<file path="config.mk">
export PLATFORM = sky130hd
export DESIGN_NAME = multicycle_control_unit
export DESIGN_NICKNAME = d
export VERILOG_FILES = /design/src/rtl/multicycle_control_unit.sv
export SDC_FILE = /design/constraint.sdc
export NUM_CORES = 1
export LEC_CHECK = 0
export BUFFER_PORTS_ARGS = -buffer_cell sky130_fd_sc_hd__clkbuf_2
export CORE_MARGIN = 5
export CORE_UTILIZATION = 34
export DETAILED_ROUTE_END_ITERATION = 12
export GPL_TIMING_DRIVEN = 0
export MAX_ROUTING_LAYER = met4
export PLACE_DENSITY = 0.51
export SETUP_SLACK_MARGIN = 0.15
export SLEW_MARGIN = 20
export SYNTH_ARGS = -nofsm -noshare
export SYNTH_HDL_FRONTEND = slang
export SYNTH_SLANG_ARGS = --single-unit
</file>
<file path="constraint.sdc">
create_clock -name clk -period 6.2 [get_ports clk]
set_input_delay 0.62 -clock clk [delete_from_list [all_inputs] [get_ports clk]]
set_output_delay 0.62 -clock clk [all_outputs]
set_load 0.01 [all_outputs]
</file>
<file path="src/rtl/multicycle_control_unit.sv">
// Multicycle control unit: FETCH/DECODE/EXEC/MEM/COMMIT sequencer with registered datapath controls.
// Optional MULTICYCLE_CU_PERF_EN adds perf_cycles / perf_retired counters.
module multicycle_control_unit #(
   parameter int unsigned DATA_W      = 32,
   parameter int unsigned MEM_TIMEOUT = 15,
   parameter int unsigned TMO_W       = 4
) (
   input  logic              clk,
   input  logic              rst,
   input  logic [31:0]       instruction,
   input  logic              instr_valid,
   output logic              instr_ready,
   input  logic              mem_ready,
   output logic [4:0]        reg1,
   output logic [4:0]        reg2,
   output logic [4:0]        reg3,
   output logic [4:0]        s_r_amount,
   output logic [DATA_W-1:0] im_data,
   output logic [4:0]        alu_opcode,
   output logic [1:0]        jump_mux_signal,
   output logic              write_back_on_register_mux_signal,
   output logic              alu_input_mux_signal,
   output logic              register_write_word_enable,
   output logic              register_write_byte_enable,
   output logic              memwrite_enable_a,
   output logic              memwrite_enable_b,
   output logic              memread_enable_a,
   output logic              memread_enable_b,
   output logic              PC_enable,
   output logic              halted,
   output logic              bus_error
`ifdef MULTICYCLE_CU_PERF_EN
   ,
   output logic [31:0]       perf_cycles,
   output logic [31:0]       perf_retired
`endif
);

   typedef enum logic [2:0] {
      S_FETCH,
      S_DECODE,
      S_EXEC,
      S_MEM,
      S_COMMIT,
      S_HALT
   } state_t;

   localparam logic [TMO_W-1:0] TMO_LIMIT = TMO_W'(MEM_TIMEOUT);
   localparam bit               TMO_EN    = (MEM_TIMEOUT != 0);

   state_t           state;
   logic [31:0]      ir;
   logic [TMO_W-1:0] tmo_cnt;
   logic [TMO_W-1:0] tmo_next;

   logic [5:0]       op;
   logic [3:0]       sub;
   logic             is_mem;
   logic             c_word_wr;
   logic             c_byte_wr;

   logic [4:0]        d_reg1, d_reg2, d_reg3, d_sr, d_alu;
   logic [1:0]        d_jump;
   logic              d_wb, d_ain;
   logic [DATA_W-1:0] d_im;

   assign op        = ir[31:26];
   assign sub       = ir[29:26];
   assign is_mem    = (op[5:2] == 4'b0110);
   assign c_word_wr = (op != 6'd0) && (op <= 6'd24);
   assign c_byte_wr = (op == 6'd26);
   assign tmo_next  = tmo_cnt + 1'b1;
   assign d_im      = {{(DATA_W-16){ir[15]}}, ir[15:0]};

   always_comb begin
      d_reg1 = '0;
      d_reg2 = '0;
      d_reg3 = '0;
      d_sr   = '0;
      d_alu  = '0;
      d_jump = '0;
      d_wb   = 1'b0;
      d_ain  = 1'b0;
      if (op == 6'd0) begin
         d_wb = 1'b0;
      end else if (op <= 6'd15) begin
         d_reg3 = ir[25:21];
         d_reg1 = ir[20:16];
         d_reg2 = ir[15:11];
         d_sr   = ir[10:6];
         d_alu  = {1'b0, sub};
         d_wb   = 1'b1;
      end else if (op <= 6'd23) begin
         d_reg3 = ir[25:21];
         d_reg1 = ir[20:16];
         d_ain  = 1'b1;
         d_wb   = 1'b1;
         case (sub)
            4'd2:    d_alu = 5'd1;
            4'd3:    d_alu = 5'd2;
            4'd4:    d_alu = 5'd3;
            4'd5:    d_alu = 5'd4;
            4'd6:    d_alu = 5'd9;
            4'd7:    d_alu = 5'd10;
            default: d_alu = 5'd0;
         endcase
      end else if (op <= 6'd27) begin
         d_reg1 = ir[20:16];
         d_reg2 = ir[25:21];
         d_reg3 = ir[25:21];
         d_alu  = 5'd1;
         d_ain  = 1'b1;
      end else begin
         d_reg1 = ir[25:21];
         d_reg2 = ir[20:16];
         d_wb   = 1'b1;
         if (op == 6'd28)      d_jump = 2'd3;
         else if (op == 6'd29) d_jump = 2'd2;
         else                  d_jump = 2'd1;
         if (sub == 4'd14)      d_alu = 5'd16;
         else if (sub == 4'd15) d_alu = 5'd15;
      end
   end

   always_ff @(posedge clk or posedge rst) begin
      if (rst) begin
         state                             <= S_FETCH;
         ir                                <= '0;
         tmo_cnt                           <= '0;
         instr_ready                       <= 1'b1;
         reg1                              <= '0;
         reg2                              <= '0;
         reg3                              <= '0;
         s_r_amount                        <= '0;
         im_data                           <= '0;
         alu_opcode                        <= '0;
         jump_mux_signal                   <= '0;
         write_back_on_register_mux_signal <= 1'b0;
         alu_input_mux_signal              <= 1'b0;
         register_write_word_enable        <= 1'b0;
         register_write_byte_enable        <= 1'b0;
         memwrite_enable_a                 <= 1'b0;
         memwrite_enable_b                 <= 1'b0;
         memread_enable_a                  <= 1'b0;
         memread_enable_b                  <= 1'b0;
         PC_enable                         <= 1'b0;
         halted                            <= 1'b0;
         bus_error                         <= 1'b0;
      end else begin
         PC_enable                  <= 1'b0;
         register_write_word_enable <= 1'b0;
         register_write_byte_enable <= 1'b0;
         case (state)
            S_FETCH: begin
               if (instr_valid) begin
                  ir          <= instruction;
                  instr_ready <= 1'b0;
                  state       <= S_DECODE;
               end
            end
            S_DECODE: begin
               reg1                              <= d_reg1;
               reg2                              <= d_reg2;
               reg3                              <= d_reg3;
               s_r_amount                        <= d_sr;
               im_data                           <= d_im;
               alu_opcode                        <= d_alu;
               jump_mux_signal                   <= d_jump;
               write_back_on_register_mux_signal <= d_wb;
               alu_input_mux_signal              <= d_ain;
               if (op == 6'd0) begin
                  halted <= 1'b1;
                  state  <= S_HALT;
               end else begin
                  state  <= S_EXEC;
               end
            end
            S_EXEC: begin
               if (is_mem) begin
                  tmo_cnt           <= '0;
                  memread_enable_a  <= (op[1:0] == 2'd0);
                  memwrite_enable_a <= (op[1:0] == 2'd1);
                  memread_enable_b  <= (op[1:0] == 2'd2);
                  memwrite_enable_b <= (op[1:0] == 2'd3);
                  state             <= S_MEM;
               end else begin
                  PC_enable                  <= 1'b1;
                  register_write_word_enable <= c_word_wr;
                  register_write_byte_enable <= c_byte_wr;
                  state                      <= S_COMMIT;
               end
            end
            S_MEM: begin
               // completion is checked first so a late mem_ready beats the timeout
               if (mem_ready) begin
                  memread_enable_a           <= 1'b0;
                  memwrite_enable_a          <= 1'b0;
                  memread_enable_b           <= 1'b0;
                  memwrite_enable_b          <= 1'b0;
                  PC_enable                  <= 1'b1;
                  register_write_word_enable <= c_word_wr;
                  register_write_byte_enable <= c_byte_wr;
                  state                      <= S_COMMIT;
               end else if (TMO_EN && (tmo_next == TMO_LIMIT)) begin
                  memread_enable_a  <= 1'b0;
                  memwrite_enable_a <= 1'b0;
                  memread_enable_b  <= 1'b0;
                  memwrite_enable_b <= 1'b0;
                  bus_error         <= 1'b1;
                  halted            <= 1'b1;
                  state             <= S_HALT;
               end else begin
                  tmo_cnt <= tmo_next;
               end
            end
            S_COMMIT: begin
               instr_ready <= 1'b1;
               state       <= S_FETCH;
            end
            S_HALT: begin
               state <= S_HALT;
            end
            default: begin
               instr_ready <= 1'b1;
               state       <= S_FETCH;
            end
         endcase
      end
   end

`ifdef MULTICYCLE_CU_PERF_EN
   always_ff @(posedge clk or posedge rst) begin
      if (rst) begin
         perf_cycles  <= '0;
         perf_retired <= '0;
      end else begin
         if (!halted)   perf_cycles  <= perf_cycles + 32'd1;
         if (PC_enable) perf_retired <= perf_retired + 32'd1;
      end
   end
`endif

endmodule

</file>
==> results of run 1 <==
layer usage:
metal	GRT usage, %	vias up	share of wire, %
met5	-	-	0
met4	5.672	0	1.7
met3	3.435	14	4.8
met2	23.27	80	46
met1	20.95	1583	47
li1	-	1563	-
sequential cells by signal (all words and copies together), names as in the netlist:
register / count
alu_input_mux_signal: 1
halted: 1
bus_error: 1
instr_ready: 1
ir: 32
register_write_byte_enable: 1
jump_mux_signal: 2
reg1: 5
memwrite_enable_b: 1
memwrite_enable_a: 1
alu_opcode: 5
state: 3
register_write_word_enable: 1
reg2: 5
tmo_cnt: 4
im_data: 16
memread_enable_b: 1
s_r_amount: 5
PC_enable: 1
reg3: 5
write_back_on_register_mux_signal: 1
memread_enable_a: 1
critical path: cells and delay by family, from the launching register on:
kind     cells  cell delay (ns)
flops        1             0.67
buf+inv      2             0.32
power by group through the flow:
| stage | clock (uW) | sequential, uW | combinational (uW) |
|---|---|---|---|
| 4_1_cts | 617 | 1120 | 1310 |
| 5_1_grt | 644 | 1160 | 1430 |
| 6_report | 608 | 1110 | 1280 |
| 3_3_place_gp | 0 | 1120 | 1290 |
| 2_1_floorplan | 0 | 1140 | 813 |
| 3_5_place_dp | 0 | 1130 | 1310 |
cell type report:
type / instances / area, sq um / share of cell area, %
sequential: 94 / 2354 / 44.00
multi-input combinational: 245 / 1645 / 30.76
timing repair buffer: 107 / 558.0 / 10.43
clock buffer: 10 / 239.0 / 4.468
buffer: 39 / 229.0 / 4.281
tap: 168 / 210.2 / 3.930
clock inverter: 5 / 82.58 / 1.544
inverter: 7 / 31.28 / 0.5848
worst paths after layout:
check	startpoint	endpoint	slack [ns]	cells past startpoint
worst max-delay path	im_data[15]$_DFFE_PP0N_	im_data[17]	4.24	2
worst min-delay path	rst	im_data[11]$_DFFE_PP0N_	0.29	2
worst max register to register	state[0]$_DFFE_PP0P_	im_data[6]$_DFFE_PP0N_	4.25	5
worst min register to register	ir[4]$_DFFE_PP0P_	im_data[4]$_DFFE_PP0N_	0.47	2
max in group asynchronous	rst	instr_ready$_DFFE_PP1P_	5.30	3
min in group clk	ir[4]$_DFFE_PP0P_	im_data[4]$_DFFE_PP0N_	0.47	2
layout by cell type, fill, tap and decap left out, types with 4 or more instances in the layout:
cell         n
nand2b_1     7
clkbuf_2   106
inv_1        6
a21oi_1      6
o21ai_1     18
clkbuf_16    9
a22o_1      12
nor2_1      14
mux2i_1      6
nand2_1     78
a31oi_1      5
clkbuf_1    11
buf_2        9
nor2b_1      4
nor3_1       6
mux2_4       4
mux2_1      31
dfrtp_1     93
buf_4       19
per-stage QoR:
| step | hold WS [ns] | utilization [%] | setup slack [ns] |
|---|---|---|---|
| 5_1_grt | 0.3201 | 43.98 | 4.034 |
| 3_3_place_gp | 0.4418 | 41.07 | 1.916 |
| 6_report | 0.2882 | 43.98 | 4.236 |
| 4_1_cts | 0.2970 | 43.98 | 4.192 |
| 2_1_floorplan | 0.4315 | - | 3.133 |
| 3_5_place_dp | 0.4518 | 41.34 | 4.158 |
cell families after synthesis:
kind of cell,count (synthesis),share of synthesized area [%]
and+or+nand+nor,129,14.47
DFF,94,55.32
AOI/OAI and AO/OA,71,12.12
buffers and inverters,46,6.000
muxes,42,11.29
adders and majority gates,2,0.5881
xor gates and xnor gates,1,0.2059
==> impl_metrics.json, run 1 <==
{
  "powerDensity_nw_per_um2": 561.9,
  "grt_max_degree": 50,
  "crit_slowest_cell": "dfrtp_1",
  "maxCapViolCount": 0,
  "cts_buffers": 9,
  "max_stage_delay_ns": 0.67,
  "post_drt_wl_per_cell_microns": 16.19,
  "ios": 107,
  "syn_to_final_growth_pct": 25.74,
  "synth_async_sr_flop_share_pct": 100.0,
  "syn_avg_cell_area_sq_um": 11.05,
  "postCtsResizedCells": 0,
  "pwr-share-seq_pct": 37.0,
  "rsz0062_at_grt": "no",
  "portBuffers": 106,
  "critical_path_class": "flip-flop to primary output",
  "ys.flop_type": "dfrtp_1",
  "slew_violations": 0,
  "first_iter_violations": 141,
  "yosysWarnings": 0,
  "syn_inst": 385,
  "required_ns": 5.58,
  "coreArea_sq_um": 12160,
  "synth_top_cell_area_share_pct": 54.71,
  "cts_max_level": 3,
  "post_route_cells_drive_above_1_share_pct": 32.15,
  "first_pass_iters": 5,
  "wl_microns": 10930,
  "hold_violations": 0,
  "antenna_found_initial": 0,
  "fillerInstances": 1190,
  "root_buffer": "clkbuf_16",
  "dp_hpwl_microns": 8056,
  "post_cts_buffers": 0,
  "yosys-top-cells-count": "93 x dfrtp_1, 78 x nand2_1, 31 x mux2_1, 19 x buf_4, 18 x o21ai_1",
  "setup_tns_ns": 0,
  "p_leak_uw": 0.002674,
  "synth_edf_count": 0,
  "rows": 40,
  "die_y_microns": 121.9,
  "fmax_mhz": 509.2,
  "finalSetupViolations": 0,
  "grt-ovfl-total": 0,
  "stdcell_area_sq_um": 5349,
  "worst_setup_path_end_kind": "primary output",
  "combPwrFrac_pct": 42.7,
  "fin_nets": 541,
  "drcViolationCount": 0,
  "switching_share_pct": 38.76,
  "grt_pass1_wl_microns": 17230,
  "fin_skew_ns": 0.007706,
  "vias": 3240,
  "clkSlewWorstSetupHoldPaths_ns": 0.07,
  "crit_fanout": 18,
  "hold_class": "input port to async pin",
  "die_w_microns": 121.9,
  "tightest_slew_ns": 0.7203,
  "clockBufferDepth": 2,
  "synth.most_common_cell": "dfrtp_1",
  "switchingPower_uw": 1165,
  "diodes": 0,
  "start_util_pct": 34.98,
  "insertion_delay_ns": 0.35,
  "synth_seq_cells": 94,
  "die-area_sq_um": 14850,
  "placed_cells": 660,
  "fin_crit_sh_pct": 31.67,
  "stdcell_count": 675,
  "ir_drop_v": 0.0001715,
  "synth_area_sq_um": 4254,
  "startpoint_type": "flip-flop",
  "via_per_inst": 4.800,
  "total_power_uw": 3006,
  "cts_tree": "yes",
  "status": "complete, no violations",
  "cts_hold_buf": 0,
  "worstPathCellList": "buf_4, clkbuf_2",
  "synth_nets": 423,
  "min_period_ns": 1.964,
  "gp_congestion": 0.8057,
  "ys_top_cells_by_area": "dfrtp_1 55%, mux2_1 8.2%, nand2_1 6.9%",
  "p_int_uw": 1841,
  "track_usage_pct": 15.60,
  "cts_sinks": 94,
  "grt_pass1_vias": 3218,
  "slew_headroom_pct": 51.88,
  "ant_nets": 0,
  "synth_top_cell_by_area": "dfrtp_1",
  "clock_power_share_pct": 20.2,
  "crit_arrival_ns": 1.34,
  "yosysUniqueCellTypes": 53,
  "placed_area_sq_um": 5027,
  "ys_seq_area_share_pct": 55.32
}
(Power assumes the default switching activity.)
==> run 2: changes to the inputs <==
==> constraint.sdc (replaced) <==
create_clock -name clk -period 2.05 [get_ports clk]
set_input_delay 0.205 -clock clk [delete_from_list [all_inputs] [get_ports clk]]
set_output_delay 0.205 -clock clk [all_outputs]
set_load 0.01 [all_outputs]
==> impl_metrics.json, run 2 (same netlist as run 1, synthesis figures left out) <==
{
  "stdcell_area_sq_um": 5364,
  "hold_path_depth": 2,
  "p_leak_uw": 0.002675,
  "hold_violations": 0,
  "fin_nets": 546,
  "ant_nets": 0,
  "clockBufferDepth": 2,
  "start_util_pct": 34.98,
  "fin_skew_ns": 0.007522,
  "gp_congestion": 0.8124,
  "largest_register_ffs": 32,
  "startpoint_type": "flip-flop",
  "r2r-start": "ir[28]$_DFFE_PP0P_",
  "maxCapViolCount": 0,
  "powerDensity_nw_per_um2": 1658,
  "met1_usage_pct": 21.55,
  "dp_hpwl_microns": 8187,
  "slew_violations": 0,
  "placed_area_sq_um": 5039,
  "grt.met3_usage_pct": 3.343,
  "first_pass_iters": 5,
  "diodes": 0,
  "worst_setup_path_end_kind": "flip-flop",
  "grt_pass1_vias": 3333,
  "die_y_microns": 121.9,
  "die-area_sq_um": 14850,
  "rsz0062_at_grt": "yes",
  "track_usage_pct": 15.92,
  "setup_tns_ns": 0,
  "first_iter_violations": 156,
  "ios": 107,
  "root_buffer": "clkbuf_16",
  "top_register": "ir",
  "portBuffers": 106,
  "clkSlewWorstSetupHoldPaths_ns": 0.07,
  "post_drt_wl_per_cell_microns": 16.21,
  "max_stage_delay_ns": 0.46,
  "slew_headroom_pct": 50.91,
  "final_common_cell": "clkbuf_2",
  "coreArea_sq_um": 12160,
  "min_period_ns": 1.871,
  "via_per_inst": 4.762,
  "grt_pass1_wl_microns": 17700,
  "hold_end": "ir[17]$_DFFE_PP0P_",
  "finalSetupViolations": 0,
  "antenna_found_initial": 0,
  "multi_input_area_sq_um": 1660,
  "syn_to_final_growth_pct": 26.09,
  "placed_cells": 661,
  "die_w_microns": 121.9,
  "cts_max_level": 3,
  "grt-ovfl-total": 0,
  "r2r_cells": 5,
  "wl_microns": 11040,
  "grt.busiest_layer": "met2",
  "vias": 3243,
  "fillerInstances": 1187,
  "cts_buffers": 9,
  "met2_usage_pct": 23.72,
  "rows": 40,
  "insertion_delay_ns": 0.34,
  "fmax_mhz": 534.4,
  "cts_sinks": 94,
  "worstPathCellList": "clkbuf_1, a31o_2, buf_2, nor2_1, a22o_1",
  "stdcell_count": 681,
  "fin_crit_sh_pct": 91.28,
  "final_core_util_pct": 44.10,
  "min-delay-start": "instruction[17]",
  "drcViolationCount": 0,
  "required_ns": 2.33,
  "r2r-end": "reg3[1]$_DFFE_PP0N_",
  "grt_max_degree": 34,
  "rrSetupSlack_ns": 0.18,
  "cts_tree": "yes",
  "tightest_slew_ns": 0.7348,
  "crit_slowest_cell": "nor2_1",
  "status": "complete, no violations",
  "crit_fanout": 10,
  "top_regs": "ir (32), im_data (16)",
  "regArea_sq_um": 2356,
  "crit_arrival_ns": 2.15,
  "final_cell_mix": "107 x clkbuf_2, 91 x dfrtp_1, 78 x nand2_1, 31 x mux2_1, 22 x buf_4",
  "hold_class": "input port to flip-flop",
  "critical_path_class": "flip-flop to flip-flop",
  "ir_drop_v": 0.0007544,
  "post_route_cells_drive_above_1_share_pct": 34.11
}
[run 2: changes by cell type in the layout (fill, tap and decap cells not counted), sizes merged]
cell,previous run,this run
inv,8,7
bufinv,2,0
buf,29,33
clkinv,2,5
clkinvlp,0,2
clkbuf,127,126
dlygate4sd3,0,1
[run 2: through the flow]
step	hold WS, ns	setup slack, ns	total power [uW]
global placement	0.4238	0.05540	7269
global route	0.06731	0.1243	9593
detailed placement	0.3532	0.07679	7370
finish	0.07830	0.1788	8893
floorplan	0.3180	0.2698	5907
CTS	0.06588	0.1745	8993
[run 2: repair_timing]
item                                    in CTS  in global routing
setup buffers                                2                  1
endpoints found under the setup margin      46                 17
endpoints found under the hold margin       30                  0
hold buffers                                 1                  0
pin swaps                                    1                  0
resized for setup                            3                  6
[run 2: metal layers]
metal,up-vias,wire (microns)
met5,-,0
met4,0,168
met1,1578,5290
met2,79,5133
li1,1571,-
met3,15,449
[run 2: layout make-up]
type | count | area share (%)
Buffer | 39 | 4.292
Clock buffer | 9 | 4.199
Clock inverter | 7 | 0.9097
Inverter | 7 | 0.5598
Multi-Input combinational cell | 245 | 30.95
Sequential cell | 94 | 43.92
Tap cell | 168 | 3.919
Timing Repair Buffer | 112 | 11.24
[run 2: power breakdown]
group	leakage, uW	switching (uW)	internal [uW]
Combinational	0.00138	2160	1800
Sequential	0.00116	659	2720
Clock	0.000136	733	824
[run 2: critical path: cells and delay by family, from the launching register on]
kind | cells | cell delay [ns]
flip-flops | 1 | 0.40
buffers and inverters | 2 | 0.45
AND/OR/NAND/NOR | 1 | 0.46
AO/OA/AOI/OAI | 2 | 0.50
[run 2: how the worst max path moves through the flow]
stage                           start                       endpoint  slack [ns]
2_1_floorplan  tmo_cnt[0]$_DFFE_PP0P_   memread_enable_a$_DFFE_PP0P_        0.27
3_3_place_gp                      rst         tmo_cnt[2]$_DFFE_PP0P_        0.06
3_5_place_dp     state[0]$_DFFE_PP0P_             ir[23]$_DFFE_PP0P_        0.08
4_1_cts        tmo_cnt[1]$_DFFE_PP0P_  memwrite_enable_a$_DFFE_PP0P_        0.17
5_1_grt            ir[28]$_DFFE_PP0P_            reg3[0]$_DFFE_PP0N_        0.12
6_report           ir[28]$_DFFE_PP0P_            reg3[1]$_DFFE_PP0N_        0.18
==> run 3: changes to the inputs <==
--- a/config.mk
+++ b/config.mk
@@ -9,7 +9,7 @@
 export CORE_MARGIN = 5
 export CORE_UTILIZATION = 34
 export DETAILED_ROUTE_END_ITERATION = 12
-export GPL_TIMING_DRIVEN = 0
+export GPL_TIMING_DRIVEN = 1
 export MAX_ROUTING_LAYER = met4
 export PLACE_DENSITY = 0.51
 export SETUP_SLACK_MARGIN = 0.15
==> impl_metrics.json, run 3 (same netlist as run 1, synthesis figures left out) <==
{
  "status": "finished with violations",
  "violations": "hold timing",
  "rsz0062_at_grt": "no",
  "root_buffer": "clkbuf_16",
  "r2r_cells": 5,
  "rows": 40,
  "r2r-end": "memwrite_enable_b$_DFFE_PP0P_",
  "max_stage_delay_ns": 0.46,
  "finalSetupViolations": 0,
  "startpoint_type": "flip-flop",
  "fin_skew_ns": 0.004835,
  "final_cell_mix": "106 x clkbuf_2, 91 x dfrtp_1, 78 x nand2_1, 31 x mux2_1, 18 x o21ai_1",
  "grt-ovfl-total": 0,
  "switching_share_pct": 39.14,
  "min_period_ns": 1.819,
  "post_route_cells_drive_above_1_share_pct": 32.78,
  "crit_fanout": 7,
  "dp_slack_ns": 0.1778,
  "vias": 3118,
  "cts_buffers": 9,
  "first_pass_iters": 4,
  "final_core_util_pct": 43.08,
  "worstPathCellList": "ha_2, and4b_1, or2_1, o221a_4, mux2_4",
  "fmax_mhz": 549.6,
  "diodes": 0,
  "first_iter_violations": 134,
  "crit_arrival_ns": 2.05,
  "p_int_uw": 5335,
  "pwr-share-seq_pct": 38.8,
  "insertion_delay_ns": 0.35,
  "cts_hold_buf": 0,
  "ir_drop_v": 0.0005127,
  "p_leak_uw": 0.002583,
  "grt_pass1_wl_microns": 16840,
  "ant_nets": 0,
  "hold_class": "input port to async pin",
  "critical_path_class": "flip-flop to flip-flop",
  "die_y_microns": 121.9,
  "post_drt_wl_per_cell_microns": 15.72,
  "powerDensity_nw_per_um2": 1673,
  "worst_setup_path_end_kind": "flip-flop",
  "fin_ws_ns": 0.2306,
  "fin_crit_sh_pct": 88.75,
  "crit_slowest_cell": "dfrtp_2",
  "cts_tree": "yes",
  "hold_violations": 22,
  "switchingPower_uw": 3431,
  "gp_congestion": 0.8001,
  "clock_power_share_pct": 19.3,
  "top_register": "ir",
  "antenna_found_initial": 0,
  "grt_max_degree": 95,
  "top_regs": "ir (32), im_data (16)",
  "final_common_cell": "clkbuf_2",
  "dp_hpwl_microns": 7227,
  "coreArea_sq_um": 12160,
  "fillerInstances": 1244,
  "die-area_sq_um": 14850,
  "rrSetupSlack_ns": 0.23,
  "maxCapViolCount": 0,
  "largest_register_ffs": 32,
  "syn_to_final_growth_pct": 23.15,
  "combPwrFrac_pct": 41.9,
  "die_w_microns": 121.9,
  "setup_tns_ns": 0,
  "fin_nets": 518,
  "grt_pass1_vias": 3190,
  "cts_sinks": 94,
  "track_usage_pct": 14.98,
  "clockBufferDepth": 2,
  "ios": 107,
  "wl_microns": 10270,
  "clkSlewWorstSetupHoldPaths_ns": 0.07,
  "hold_slack_ns": -0.02634,
  "slew_violations": 0,
  "tightest_slew_ns": 0.6377,
  "crit_end": "memwrite_enable_b$_DFFE_PP0P_",
  "via_per_inst": 4.775,
  "drcViolationCount": 0,
  "start_util_pct": 34.98,
  "portBuffers": 106,
  "r2r-start": "tmo_cnt[1]$_DFFE_PP0P_",
  "slew_headroom_pct": 57.13,
  "critPathLaunch": "tmo_cnt[1]$_DFFE_PP0P_",
  "cts_max_level": 3,
  "required_ns": 2.28
}
## run 3: routing by layer
layer,wire length [microns],GRT usage [%]
met5,0,-
met4,181,5.392
met3,562,4.503
met1,4846,19.94
met2,4676,21.69
## run 3: area by class of cell
cell class | count | area, sq um | area share, %
flip-flops and latches | 94 | 2356 | 44.97
multi-input cells | 245 | 1662 | 31.72
well taps | 168 | 210.2 | 4.012
clock buffers | 9 | 225.2 | 4.299
inverters | 7 | 30.03 | 0.5732
repair buffers | 123 | 683.2 | 13.04
clock inverters | 7 | 72.57 | 1.385
## run 3: worst min-delay path by stage
stage | start | end | slack (ns) | cells after the start
after floorplan | mem_ready | register_write_byte_enable$_DFF_PP0_ | 0.32 | 2
after global placement | rst | ir[5]$_DFFE_PP0P_ | 0.38 | 3
after detailed placement | rst | ir[5]$_DFFE_PP0P_ | 0.39 | 3
final | rst | ir[5]$_DFFE_PP0P_ | -0.03 | 3
after global routing | rst | ir[2]$_DFFE_PP0P_ | 0.02 | 3
after CTS | rst | ir[5]$_DFFE_PP0P_ | 0.006 | 3
## run 3: worst max-delay path: cells and delay by family (launching register included)
family	cells	cell delay [ns]
flip-flops	1	0.46
AO/OA/AOI/OAI	1	0.26
adder cells (fa/ha/maj)	1	0.22
AND/OR/NAND/NOR	2	0.46
multiplexers	1	0.30
## run 3: repair_timing
action	in CTS	in global routing
setup buffers	0	1
setup endpoints to repair	0	10
gates resized for setup	0	6
## run 3: power groups by stage
| stage | Combinational, uW | Sequential (uW) | Clock (uW) |
|---|---|---|---|
| floorplan | 2460 | 3450 | 0 |
| global placement | 3670 | 3430 | 0 |
| detailed placement | 3710 | 3440 | 0 |
| CTS | 3720 | 3420 | 1750 |
| global route | 4100 | 3530 | 1830 |
| finish | 3670 | 3400 | 1690 |
## run 3: stage by stage
stage	instance area [sq um]	hold WS (ns)	std cells	power [uW]
2_1_floorplan	4258	0.3180	385	5907
3_3_place_gp	4920	0.3819	636	7100
3_5_place_dp	4920	0.3879	636	7154
4_1_cts	5218	0.006387	652	8882
5_1_grt	5239	0.02279	653	9462
6_report	5239	-0.02634	653	8767
